==> src/rtl/lock_arbiter.sv <==
// ---------------------------------------------------------------------------
// lock_arbiter
//
// Round-robin arbiter for one exclusive lock shared by N_REQ requesters.
// A requester raises its req bit and gets a one-hot registered grant. It keeps
// the grant until it pulses its rel bit for one cycle. If max_hold is nonzero,
// a grant held for max_hold cycles is revoked, and timeout pulses for one cycle.
//
// Parameters
//   N_REQ     number of requesters (2..16)
//   HOLD_W    width of max_hold and of the hold counter
//   IDX_W     width of owner_idx (derived, do not override)
//
// Ports
//   clk        in   system clock, rising edge
//   ares_L     in   asynchronous active-low reset
//   req        in   per-requester level request
//   rel        in   per-requester release strobe (honoured from owner only)
//   max_hold   in   hold limit in cycles, 0 = unlimited
//   gnt        out  one-hot grant or zero (registered)
//   busy       out  lock owned, equals OR of gnt (registered)
//   owner_idx  out  current owner, last owner while idle
//   timeout    out  one-cycle pulse after a hold-limit revocation
// ---------------------------------------------------------------------------
module lock_arbiter #(
   parameter int N_REQ  = 4,
   parameter int HOLD_W = 8,
   parameter int IDX_W  = $clog2(N_REQ)
) (
   input  logic              clk,
   input  logic              ares_L,
   input  logic [N_REQ-1:0]  req,
   input  logic [N_REQ-1:0]  rel,
   input  logic [HOLD_W-1:0] max_hold,
   output logic [N_REQ-1:0]  gnt,
   output logic              busy,
   output logic [IDX_W-1:0]  owner_idx,
   output logic              timeout
);

   typedef enum logic {
      ST_IDLE  = 1'b0,
      ST_OWNED = 1'b1
   } state_t;

   localparam logic [IDX_W-1:0] LAST_IDX = IDX_W'(N_REQ - 1);
   localparam logic [N_REQ-1:0] ONE_HOT0 = N_REQ'(1);

   state_t              state_q,   state_d;
   logic [N_REQ-1:0]    gnt_q,     gnt_d;
   logic                busy_q,    busy_d;
   logic [IDX_W-1:0]    owner_q,   owner_d;
   logic [HOLD_W-1:0]   hold_q,    hold_d;
   logic                timeout_q, timeout_d;

   // ------------------------------------------------------------------------
   // Round-robin search. Slot gi looks at requester (owner+1+gi) mod N_REQ,
   // so slot 0 is the highest priority and the previous owner lands in the
   // last slot. owner_q < N_REQ and the offset is <= N_REQ, so one
   // conditional subtraction is enough for the wrap.
   // ------------------------------------------------------------------------
   logic [IDX_W-1:0] cand_idx [N_REQ];
   logic [N_REQ-1:0] cand_hit;

   genvar gi;
   generate
      for (gi = 0; gi < N_REQ; gi++) begin : g_cand
         logic [IDX_W:0] sum;
         logic [IDX_W:0] wrapped;
         assign sum      = {1'b0, owner_q} + (IDX_W+1)'(gi + 1);
         assign wrapped  = sum - (IDX_W+1)'(N_REQ);
         assign cand_idx[gi] = (sum >= (IDX_W+1)'(N_REQ)) ? wrapped[IDX_W-1:0]
                                                          : sum[IDX_W-1:0];
         assign cand_hit[gi] = req[cand_idx[gi]];
      end
   endgenerate

   logic             pick_valid;
   logic [IDX_W-1:0] pick_idx;

   // Lowest-numbered hit slot wins; scanning downward lets it be the last write.
   always_comb begin
      pick_valid = |cand_hit;
      pick_idx   = owner_q;
      for (int i = N_REQ - 1; i >= 0; i--) begin
         if (cand_hit[i]) begin
            pick_idx = cand_idx[i];
         end
      end
   end

   // ------------------------------------------------------------------------
   // Next-state logic
   // ------------------------------------------------------------------------
   logic limit_hit;
   assign limit_hit = (max_hold != '0) && (hold_q >= max_hold);

   always_comb begin
      state_d   = state_q;
      gnt_d     = gnt_q;
      busy_d    = busy_q;
      owner_d   = owner_q;
      hold_d    = hold_q;
      timeout_d = 1'b0;

      case (state_q)
         ST_IDLE: begin
            // rel is ignored here; only a request can change the state.
            if (pick_valid) begin
               gnt_d   = ONE_HOT0 << pick_idx;
               owner_d = pick_idx;
               busy_d  = 1'b1;
               hold_d  = HOLD_W'(1);
               state_d = ST_OWNED;
            end
         end

         ST_OWNED: begin
            // Release has priority over the hold limit, so a coincident
            // release never produces a timeout pulse. Changes on req, and
            // rel from anyone but the owner, are ignored.
            if (rel[owner_q]) begin
               gnt_d   = '0;
               busy_d  = 1'b0;
               state_d = ST_IDLE;
            end else if (limit_hit) begin
               gnt_d     = '0;
               busy_d    = 1'b0;
               timeout_d = 1'b1;
               state_d   = ST_IDLE;
            end else if (hold_q != '1) begin
               // Saturate so a long unlimited hold still compares correctly
               // if a limit is applied later.
               hold_d = hold_q + HOLD_W'(1);
            end
         end

         default: begin
            state_d = ST_IDLE;
            gnt_d   = '0;
            busy_d  = 1'b0;
         end
      endcase
   end

   // ------------------------------------------------------------------------
   // State registers. owner resets to the last index so requester 0 is first.
   // ------------------------------------------------------------------------
   always_ff @(posedge clk or negedge ares_L) begin
      if (!ares_L) begin
         state_q   <= ST_IDLE;
         gnt_q     <= '0;
         busy_q    <= 1'b0;
         owner_q   <= LAST_IDX;
         hold_q    <= '0;
         timeout_q <= 1'b0;
      end else begin
         state_q   <= state_d;
         gnt_q     <= gnt_d;
         busy_q    <= busy_d;
         owner_q   <= owner_d;
         hold_q    <= hold_d;
         timeout_q <= timeout_d;
      end
   end

   assign gnt       = gnt_q;
   assign busy      = busy_q;
   assign owner_idx = owner_q;
   assign timeout   = timeout_q;

endmodule

==> config.mk <==
export PLATFORM = sky130hd
export DESIGN_NAME = lock_arbiter
export DESIGN_NICKNAME = d
export VERILOG_FILES = /design/src/rtl/lock_arbiter.sv
export SDC_FILE = /design/constraint.sdc
export NUM_CORES = 1
export LEC_CHECK = 0
export CAP_MARGIN = 0
export CORE_MARGIN = 3
export CORE_UTILIZATION = 50
export DETAILED_ROUTE_END_ITERATION = 10
export GPL_ROUTABILITY_DRIVEN = 0
export HOLD_SLACK_MARGIN = 0.12
export PLACE_DENSITY_LB_ADDON = 0.12
export SKIP_LAST_GASP = 1
export SLEW_MARGIN = 20
export SYNTH_ARGS = -nofsm -noshare
export SYNTH_HDL_FRONTEND = slang
export SYNTH_SLANG_ARGS = --single-unit
==> constraint.sdc <==
create_clock -name clk -period 2.8 [get_ports clk]
set_input_delay 0.42 -clock clk [delete_from_list [all_inputs] [get_ports clk]]
set_output_delay 0.42 -clock clk [all_outputs]
set_load 0.1 [all_outputs]
Word-level counts from Yosys, hierarchy flattened --
Cells that the tools add are included.
Word-level totals: flip-flop bits (word level) 17, output and inout port bits 8
Operators by class: multiplexer cells 38, reduce and logical (&&, ||, !) cells 6, eq/ne operators 6, bitwise logic cells 1, shift-type cells 1, $lt $le $gt $ge 10, add/sub/neg operators 9
Operator list (count):
- two-way mux 8 bit | 4
- two-way mux 2 bit | 8
- one-hot mux 8 bit (2 select lines) | 1
- < comparator 2 x 3 -> 1 bit, second input constant | 5
- two-way mux 1 bit | 14
- >= comparator 3 bit, second input constant | 4
- two-way mux 4 bit | 3
- binary-select mux 1 bit (select 2 bit) | 5
- adder 8 x 1 -> 8 bit, second input constant | 1
- >= comparator 8 bit | 1
- != test 8 bit, second input constant | 1
- one-hot mux 4 bit (2 select lines) | 1
- nonzero test 8 bit | 1
- subtractor 2 x 1 -> 2 bit, second input constant | 4
- adder 2 x 2 -> 3 bit, second input constant | 2
- != test 2 bit, second input constant | 3
- one-hot mux 1 bit (2 select lines) | 2
- AND reduction 2 bit | 2
- AND reduction 4 bit | 1
- OR reduction 4 bit | 1
- left shift 1 x 2 -> 4 bit, first input constant | 1
- adder 2 x 1 -> 3 bit, second input constant | 1
- adder 2 x 3 -> 3 bit, second input constant | 1
- != test 3 x 1 -> 1 bit, second input constant | 1
- other kinds (3) | 3

Logic depth before layout (Yosys ltp) --
depth after elaboration 12, gate-level depth with buffers 8

Worst setup path before layout --
Ideal clock, no wire load.
path type register to register, start register owner_q[1], in the netlist owner_idx[1], end register hold_q[0], setup slack 0.422 ns, stages on the path, launching flop included 7, buffers on the path 2, arrival 2.298 ns, library setup time 0.079 ns, data required time 2.721 ns, cell sequence dfstp_2 -> clkbuf_1 -> mux4_2 -> a311oi_4 -> and2_1 -> buf_6 -> mux2i_1
Between the ends: word-level cells in the longest chain between the ends 8, elaborated cells on any way between the ends 30, those cells by class add/sub: 8; order compare: 4; eq/ne: 2; mux: 14; reduce/logical: 2
RTL lines:
- start: declaration | RTL line 52 | logic [IDX_W-1:0] owner_q, owner_d;
- start signal: assignment | RTL line 161 | owner_q <= owner_d;
- adder 2 x 3 -> 3 bit (tied with other cells) | RTL line 70 | assign sum = {1'b0, owner_q} + (IDX_W+1)'(gi + 1);
- >= comparator 3 bit or subtractor 2 x 1 -> 2 bit (tied branches) | RTL line 72, 71
- two-way mux 2 bit | RTL line 72 | assign cand_idx[gi] = (sum >= (IDX_W+1)'(N_REQ)) ? wrapped[IDX_W-1:0]
- binary-select mux 1 bit (select 2 bit) | RTL line 74 | assign cand_hit[gi] = req[cand_idx[gi]];
- two-way mux 1 bit (not written as such) | RTL line 74
- OR reduction 4 bit | RTL line 83 | pick_valid = |cand_hit;
- != test 2 bit (no line)
- AND reduction 4 bit (no line) *
- end signal: assignment | RTL line 162 | hold_q <= hold_d;
- end: declaration | RTL line 53 | logic [HOLD_W-1:0] hold_q, hold_d;
Every way passes the cells marked *; elsewhere a longest branch is shown, timed or not. The select of a mux whose other input is x is not followed. A chain may end at the register's enable or synchronous reset.

Worst setup path after layout --
start input max_hold[0], end register hold_q[0]
Between the ends: word-level cells in the longest chain between the ends 4, elaborated cells on any way between the ends 5, those cells by class order compare: 1; eq/ne: 1; reduce/logical: 3
RTL lines:
- start: declaration | RTL line 34 | input logic [HOLD_W-1:0] max_hold,
- >= comparator 8 bit or nonzero test 8 bit (tied branches) | RTL line 96 | assign limit_hit = (max_hold != '0) && (hold_q >= max_hold);
- logical AND 1 bit * | RTL line 96
- != test 2 bit (no line) *
- AND reduction 4 bit (no line) *
Every way passes the cells marked *; elsewhere a longest branch is shown, timed or not.

==> flow_summary.yaml <==
floorplan:
  placementRows: 17
  fp.coreArea_um2: 2276
  top_level_ports: 26
  die_area_um2: 3077
  start_util_pct: 53.77
  die_h_um: 55.47
  dieWidth_um: 55.47
timing:
  final-setup-viol-count: 0
  post-route-min-period_ns: 2.370
  tightest_slew_ns: 0.7817
  rsz0062_at_grt: "no"
  min_period_over_period_pct: 84.63
  maxSlewHeadroom_pct: 47.72
  finalClockSkew_ns: 0.008332
  hold_violations: 0
  fmax_mhz: 422.0
  tns_ns: 0
  drv_slew: 0
synthesis:
  synth_edf_count: 0
  synth_ff_type: "dfrtp_1"
  synth_top_area_share_pct: 30.67
  syn_nets: 163
  ys_seq_elements: 17
  syn-cell-area_um2: 1224
  synthCells: 136
  synth_top_area_cell: "dfrtp_1"
  synthArstFlopShare_pct: 100.0
  yosysMostFrequentCell: "dfrtp_1"
  synthTopCellsByCount: "15 x dfrtp_1, 13 x nand2_1, 12 x a21oi_1"
  yosys-top-cells-area: "dfrtp_1 31%, ha_1 9.2%, a21oi_1 4.9%"
  yosysWarnings: 0
  yosysSeqAreaShare_pct: 34.97
  synth_cell_types: 41
  syn_area_per_cell_um2: 8.998
cts:
  clock_path_buffers: 2
  numClockSinks: 17
  htree_levels: 1
  cts_resized: 0
  tritoncts: "yes"
  clk_pin_slew_ns: 0.09
  clkLatencyLatePin_ns: 0.29
  post-cts-setup-buffers: 0
  root_buffer: "clkbuf_4"
  cts_buffers: 3
  hold_buffers: 0
final_layout:
  area_growth_pct: 22.80
  instances_no_fill: 190
  nets: 190
  drive_gt1_share_pct: 14.20
  design_area_um2: 1503
  diodes: 0
worst_setup_path:
  cp-start-kind: "input port"
  crit_fanout: 7
  worstSetupPathType: "in2reg"
  critPathArrivalTime_ns: 2.58
  cp.required_ns: 3.01
  worst_r2r_path_depth: 7
  endpoint_kind: "register"
place:
  portBuffers: 25
  post-dp-hpwl_um: 2251
  postPlaceCellArea_um2: 1476
  dp.cells: 186
status:
  status: "complete, no violations"
power:
  p_leak_nw: 0.7071
  ir_drop_mv: 0.9389
  power.density_nw_per_um2: 959.0
  power.total_w: 0.001441
global_route:
  antenna_found_initial: 0
  grt_pass1_vias: 1143
  grt_pass1_wl_um: 4926
  grt_max_degree: 18
  overflow: 0
  grt_usage_pct: 19.57
detailed_routing:
  drtIter0Drc: 21
  viasPerCell: 5.942
  drtPass1Iterations: 4
  vias: 1129
  ant_nets: 0
  wl_um: 2858
  wl_per_cell_um: 15.04
  drc: 0
worst_hold_path:
  min_path_type: "reg2reg"
  hold-path-cell-count: 1
run:
  max-cap-violations: 0
[per-stage QoR]
step | util (%) | worst slack [ns] | hold slack (ns)
global route | 66.03 | 0.3267 | 0.5711
detailed placement | 64.87 | 0.1508 | 0.5108
floorplan | - | 0.4224 | 0.1244
finish | 66.03 | 0.4302 | 0.5208
CTS | 66.03 | 0.4401 | 0.5284
global placement | 64.87 | 0.1963 | 0.5022
[critical path, stage by stage]
cell and delay [ns]:
clkdlybuf4s50_1 0.43, ha_1 0.30, nand2b_1 0.14, a2111o_1 0.42
a32oi_2 0.35, and2_1 0.33, mux2i_1 0.20
[final cells by class]
class	instances	area, um2
Fill cell	189	773.2
Multi-Input combinational cell	102	719.4
Tap cell	28	35.03
Clock buffer	4	26.28
Sequential cell	17	427.9
Timing Repair Buffer	28	252.7
Inverter	11	41.29
[flip-flops by register name, summed over array words and instances, names as in the netlist]
signal,flops
hold_q,8
gnt,4
owner_idx,2
busy,1
state_q,1
timeout,1
[metal layers]
layer | vias to the layer above | wire length, um | global-route usage, %
met5 | - | 0 | 0
met4 | 0 | 11 | 3.819
met3 | 2 | 172 | 4.206
met2 | 41 | 1279 | 30.57
met1 | 526 | 1394 | 27.88
li1 | 560 | - | -
[kinds of logic after synthesis]
group / synth area share, %
buffers and inverters: 6.237
AOI/OAI and AO/OA: 24.75
adders and majority gates: 9.203
and+or+nand+nor: 20.45
DFF: 34.97
muxes: 4.397
[path summary, 6_finish.rpt]
kind	from	end	slack, ns
max in group asynchronous	ares_L	hold_q[1]	1.73
min in group asynchronous	ares_L	hold_q[3]	0.58
worst max-delay path	max_hold[0]	hold_q[0]	0.43
worst min register to register	gnt[3]	gnt[3]	0.52
worst max register to register	hold_q[0]	hold_q[0]	0.55
worst min-delay path	gnt[3]	gnt[3]	0.52
[cell usage in the layout (no fill, tap or decap), types with 3 or more instances in the layout]
master,n
clkbuf_4,3
nor3_1,3
and3_1,5
ha_1,9
nand2b_1,3
inv_1,11
nand2_1,13
a211oi_1,4
and2_1,4
nor4_1,3
a31oi_1,8
nor2_1,7
dfrtp_1,15
buf_4,11
a21oi_1,12
clkdlybuf4s50_1,17
[report_power, final]
group          internal [W]  switching, W  total, W
Sequential         0.000328      0.000108  0.000437
Clock             0.0000554     0.0000746  0.000130
Combinational      0.000281      0.000593  0.000874
Total              0.000665      0.000776   0.00144
No activity file was read; power rests on OpenSTA's default activity.
